`src/rtl/tl_code_channel_driver.sv`:
```
`default_nettype none
// tl_code_channel_driver: LFSR-driven A-channel request generator with in-order D-channel checking.
// Rev 1.0 - initial release.
module tl_code_channel_driver #(
  parameter int unsigned NUM_TXN         = 16,
  parameter logic [15:0] SEED            = 16'hACE1,
  parameter int unsigned MAX_OUTSTANDING = 4
) (
  input  logic       clock,
  input  logic       reset_n,
  input  logic       start,
  input  logic       inject_err,
  input  logic       err_sel,
  output logic       a_valid,
  input  logic       a_ready,
  output logic [3:0] a_code,
  output logic [1:0] a_id,
  input  logic       d_valid,
  output logic       d_ready,
  input  logic [3:0] d_code,
  input  logic [1:0] d_id,
  output logic       busy,
  output logic       done,
  output logic [7:0] sent_count,
  output logic [7:0] recv_count,
  output logic       proto_err
);

  typedef enum logic [1:0] {S_IDLE, S_RUN, S_DRAIN, S_DONE} state_e;

  localparam logic [2:0] MAX_OUT  = 3'(MAX_OUTSTANDING);
  localparam logic [7:0] LAST_IDX = 8'(NUM_TXN - 1);

  state_e      state_q, state_d;
  logic [15:0] lfsr_q, lfsr_d;
  logic [7:0]  sent_q, sent_d, recv_q, recv_d;
  logic [2:0]  outst_q, outst_d;
  logic [1:0]  next_id_q, next_id_d, oldest_id_q, oldest_id_d;
  logic        perr_q, perr_d, inj_q, inj_d, sel_q, sel_d;
  logic        launch, a_fire, d_fire, d_pop;
  logic [3:0]  mapped;

  assign launch     = start && (state_q == S_IDLE || state_q == S_DONE);
  assign busy       = (state_q == S_RUN) || (state_q == S_DRAIN);
  assign done       = (state_q == S_DONE);
  assign d_ready    = busy;
  assign a_valid    = (state_q == S_RUN) && (outst_q < MAX_OUT);
  assign a_fire     = a_valid && a_ready;
  assign d_fire     = d_valid && d_ready;
  assign d_pop      = d_fire && (outst_q != 3'd0);
  assign a_id       = next_id_q;
  assign sent_count = sent_q;
  assign recv_count = recv_q;
  assign proto_err  = perr_q;

  // Reserved codes 0 and 8 are remapped so legal traffic never carries them.
  always_comb begin
    mapped = lfsr_q[3:0];
    if (lfsr_q[3:0] == 4'h0)      mapped = 4'h1;
    else if (lfsr_q[3:0] == 4'h8) mapped = 4'h9;
  end

  // The code only changes on acceptance, so a pending beat stays stable.
  assign a_code = !a_valid                      ? 4'h0 :
                  (inj_q && sent_q == 8'd3)     ? {sel_q, 3'b000} : mapped;

  always_comb begin
    state_d     = state_q;
    lfsr_d      = lfsr_q;
    sent_d      = sent_q;
    recv_d      = recv_q;
    outst_d     = outst_q;
    next_id_d   = next_id_q;
    oldest_id_d = oldest_id_q;
    perr_d      = perr_q;
    inj_d       = inj_q;
    sel_d       = sel_q;

    case (state_q)
      S_IDLE:  if (start) state_d = S_RUN;
      S_RUN:   if (a_fire && sent_q == LAST_IDX) state_d = S_DRAIN;
      S_DRAIN: if (outst_q == 3'd0) state_d = S_DONE;
      S_DONE:  if (start) state_d = S_RUN;
      default: state_d = S_IDLE;
    endcase

    if (launch) begin
      lfsr_d      = SEED;
      sent_d      = 8'd0;
      recv_d      = 8'd0;
      outst_d     = 3'd0;
      next_id_d   = 2'd0;
      oldest_id_d = 2'd0;
      perr_d      = 1'b0;
      inj_d       = inject_err;
      sel_d       = err_sel;
    end else begin
      if (a_fire) begin
        lfsr_d    = {lfsr_q[14:0], lfsr_q[15] ^ lfsr_q[13] ^ lfsr_q[12] ^ lfsr_q[10]};
        next_id_d = next_id_q + 2'd1;
        if (sent_q != 8'hFF) sent_d = sent_q + 8'd1;
      end
      if (d_fire) begin
        if (recv_q != 8'hFF) recv_d = recv_q + 8'd1;
        if (outst_q == 3'd0 || d_id != oldest_id_q || d_code == 4'h0 || d_code == 4'h8)
          perr_d = 1'b1;
      end
      if (d_pop) oldest_id_d = oldest_id_q + 2'd1;
      outst_d = outst_q + {2'b00, a_fire} - {2'b00, d_pop};
    end
  end

  always_ff @(posedge clock or negedge reset_n) begin
    if (!reset_n) begin
      state_q     <= S_IDLE;
      lfsr_q      <= SEED;
      sent_q      <= 8'd0;
      recv_q      <= 8'd0;
      outst_q     <= 3'd0;
      next_id_q   <= 2'd0;
      oldest_id_q <= 2'd0;
      perr_q      <= 1'b0;
      inj_q       <= 1'b0;
      sel_q       <= 1'b0;
    end else begin
      state_q     <= state_d;
      lfsr_q      <= lfsr_d;
      sent_q      <= sent_d;
      recv_q      <= recv_d;
      outst_q     <= outst_d;
      next_id_q   <= next_id_d;
      oldest_id_q <= oldest_id_d;
      perr_q      <= perr_d;
      inj_q       <= inj_d;
      sel_q       <= sel_d;
    end
  end

endmodule
`default_nettype wire
```
`config.mk`:
```
export PLATFORM = sky130hd
export DESIGN_NAME = tl_code_channel_driver
export DESIGN_NICKNAME = d
export VERILOG_FILES = /design/src/rtl/tl_code_channel_driver.sv
export SDC_FILE = /design/constraint.sdc
export NUM_CORES = 1
export LEC_CHECK = 0
export CORE_MARGIN = 1.5
export CORE_UTILIZATION = 50
export CTS_CLUSTER_SIZE = 20
export DETAILED_ROUTE_END_ITERATION = 8
export GPL_ROUTABILITY_DRIVEN = 0
export GPL_TIMING_DRIVEN = 1
export PLACE_DENSITY = 0.82
export SLEW_MARGIN = 5
export SYNTH_ARGS = -nofsm -noshare
export SYNTH_HDL_FRONTEND = slang
export SYNTH_SLANG_ARGS = --single-unit
```
`constraint.sdc`:
```
create_clock -name clock -period 3.7 [get_ports clock]
set_input_delay 0.555 -clock clock [delete_from_list [all_inputs] [get_ports clock]]
set_output_delay 0.555 -clock clock [all_outputs]
set_load 0.05 [all_outputs]
```
==> summary.md <==
| Metric | Value |
|---|---|
| CTS max path bufs | `2` |
| Port Buf Inserts | `38` |
| YS warnings | `0` |
| Number of remaining DRC errors | `0` |
| CP cell instances | `or4_4 -> or4_4 -> mux2i_1 -> nor2b_1 -> clkdlybuf4s50_1` |
| Post-CTS sizing | `0` |
| Layout area overhead | `22.4%` |
| TritonCTS Buffers | `5` |
| DR pass1 iterations | `4` |
| Reg area | `1110 µm²` |
| CP max stage cell | `clkdlybuf4s50_1` |
| Slew margin rel. | `31.1%` |
| Mapped cell area | `2220 µm²` |
| Number of global-route vias before repair | `1723` |
| CP bufs+invs | `1` |
| Final setup vio count | `0` |
| Origin of the critical flop-to-flop path | `state_q[1]` |
| Area leader, netlist | `dfrtp_1` |
| Fillers | `362` |
| Clock transition at the registers of the reported paths | `0.08 ns` |
| Fin. max-slew vios | `0` |
| Initial Util | `51.3%` |
| Grt ovf | `0` |
| Startpoint types | `flop` |
| Worst path most repeated cell | `or4_4` |
| Gate Count Post-Synth | `237` |
| Total Routing Usage GR | `19.5%` |
| Synth Area per Inst | `9.36 µm²` |
| Final hold violation count | `0` |
| Most used DFF post-synth | `dfrtp_1` |
| Chip height | `69.6 µm` |
| CP Capture Type | `output port` |
| VDD IR max | `0.000436 V` |
| Status | `finished, final reports clean` |
| H-tree depth | `2` |
| Worst slew pin tran | `1.03 ns` |
| IO Pins | `40` |
| Syn Nets | `258` |
| Post-CTS Setup Bufs | `0` |
| Worst EP required | `3.14 ns` |
| Finished Core Util | `62.8%` |
| Reg-to-Reg End | `outst_q[2]` |
| Vias per inst | `5.62` |
| Clk_lat worst skew | `0.29 ns` |
| Footprint of the multi-input gates | `1040 µm²` |
| Critical path's top delay family | `simple AND/OR/NAND/NOR gates` |
| Nets | `294` |
| Root Buffer Master | `clkbuf_8` |
| Worst Setup EP | `a_code[3]` |
| Hold_buf cts | `0` |
| Antenna diode instance count | `0` |
| Post-DP HPWL | `3050 µm` |
| Worst r2r path cells | `12` |
| RSZ-0062 raised after global routing | `no` |
| Area of the die | `4850 µm²` |
| Remaining antenna violation count | `0` |
| Yosys reg bits | `44` |
| Core ar. | `4320 µm²` |
| Max-Cap Viols | `0` |
| Worst-path fanout max | `8` |
| Post-synth EDFFs | `0` |
| F_max | `0.291 GHz` |
| Largest net degree at the start of global routing | `45` |
| Setup TNS | `0 ns` |
| Hold Path Class | `in -> async` |
| Initial antenna violation count | `0` |
| Rows | `24` |
| Fin crit period | `3.44 ns` |
| Crit share post-route | `92.9%` |
| Yosys top cell area share | `40.6%` |
| Crit path largest cell delay | `0.80 ns` |
| Crit path DAT | `2.88 ns` |
| Critical path depth | `5` |
| DR WL/cell | `13.8 µm` |
| Die width | `69.6 µm` |
| Register area share after synthesis | `50.1%` |
| Cell variety after synth | `42` |
| Synth area leaders | `dfrtp_1 (41%), dfstp_2 (9.5%), nand2_1 (8.3%)` |
| Global-route wire length before repair | `7730 µm` |
| CTS tree | `done` |
| Total Wirelength | `4510 µm` |
| Initial drt markers | `126` |
| Leak Pwr | `1.18 nW` |
| Clock Sinks | `44` |
| Clock skew | `0.00833 ns` |
| Critical Path Source | `sent_count[4]` |
| P per Cell Area | `736 nW/µm²` |
| Crit Path Class | `reg -> out` |
| Layout cells sized above 1 | `7.66%` |
| Via count | `1833` |
| Async SR Flop Fraction | `100%` |
| FF-to-FF setup slack | `0.86 ns` |
state kept, by name, indices dropped and copies added (netlist names):
signal	flops
sel_q	1
sent_count	8
proto_err	1
oldest_id_q	2
recv_count	8
lfsr_q	16
a_id	2
inj_q	1
state_q	2
outst_q	3
cells by family (layout without fill, tap and decap cells):
| logic type | after synthesis | count (layout) | synth area share [%] |
|---|---|---|---|
| compound gates | 37 | 37 | 10.6 |
| xor+xnor | 13 | 13 | 5.13 |
| fa+ha+maj | 8 | 8 | 4.85 |
| buf+inv | 17 | 54 | 3.05 |
| flops | 44 | 44 | 50.1 |
| mux | 3 | 3 | 1.35 |
| simple gates | 115 | 115 | 24.9 |
power breakdown:
group / switching [W] / internal, W / total [W]
clock network: 0.000151 / 0.000152 / 0.000304
registers: 0.000122 / 0.000647 / 0.000769
logic: 0.000584 / 0.000341 / 0.000925
Yosys cell counts, drive strengths merged (3+ instances only):
master   n
nand2   49
dfrtp   36
nor2    17
nand3   15
a21oi   13
dfstp    8
nor3     8
clkbuf   7
ha       7
inv      7
xnor2    7
o21ai    6
xor2     6
and3     5
nor2b    4
o31ai    4
a31oi    3
and2     3
buf      3
mux2i    3
or4      3
worst min-delay path by stage:
| stage | start | endpoint | slack (ns) | cells after the start |
|---|---|---|---|---|
| 2_1_floorplan | reset_n | a_id[0] | 0.26 | 0 |
| 3_3_place_gp | inj_q | inj_q | 0.46 | 2 |
| 5_1_grt | reset_n | sent_count[0] | 0.49 | 1 |
| 6_report | reset_n | lfsr_q[1] | 0.41 | 1 |
| 3_5_place_dp | lfsr_q[7] | lfsr_q[7] | 0.48 | 2 |
| 4_1_cts | reset_n | lfsr_q[2] | 0.44 | 1 |
cells in the final DEF, fill, tap and decap left out, types with 6 or more instances in the layout:
master           count
nand3_1             15
dfrtp_1             36
clkbuf_8             6
nor2_1              17
a21oi_1             13
nand2_1             49
ha_1                 7
xnor2_1              7
xor2_1               6
o21ai_0              6
inv_1                7
nor3_1               8
dfstp_2              8
clkdlybuf4s50_1     37
per-layer routing:
layer / part of all wire [%] / vias to the layer above / track usage, % / wire (µm)
li1: - / 898 / - / -
met4: 1.0 / 0 / 6.84 / 47
met2: 50 / 46 / 32.9 / 2240
met3: 3.9 / 5 / 2.76 / 178
met1: 45 / 884 / 25.8 / 2040
met5: 0 / - / 0 / 0
area by class of cell:
| cell class | instances | area share, % |
|---|---|---|
| sequential | 44 | 40.9 |
| multi-input combinational | 176 | 38.3 |
| timing repair buffer | 39 | 14.1 |
| clock buffer | 8 | 3.32 |
| tap | 52 | 2.40 |
| inverter | 7 | 0.968 |
stage by stage:
step           instances  setup WS [ns]  instance area [µm²]  power [W]  hold WS [ns]
2_1_floorplan        237          0.613                 2220    0.00144         0.259
3_3_place_gp         318          0.593                 2630    0.00167         0.460
3_5_place_dp         318          0.568                 2630    0.00170         0.475
4_1_cts              326          0.256                 2720    0.00201         0.441
5_1_grt              326          0.165                 2720    0.00213         0.490
6_report             326          0.262                 2720    0.00200         0.409
No activity file was read; power rests on OpenSTA's default activity.
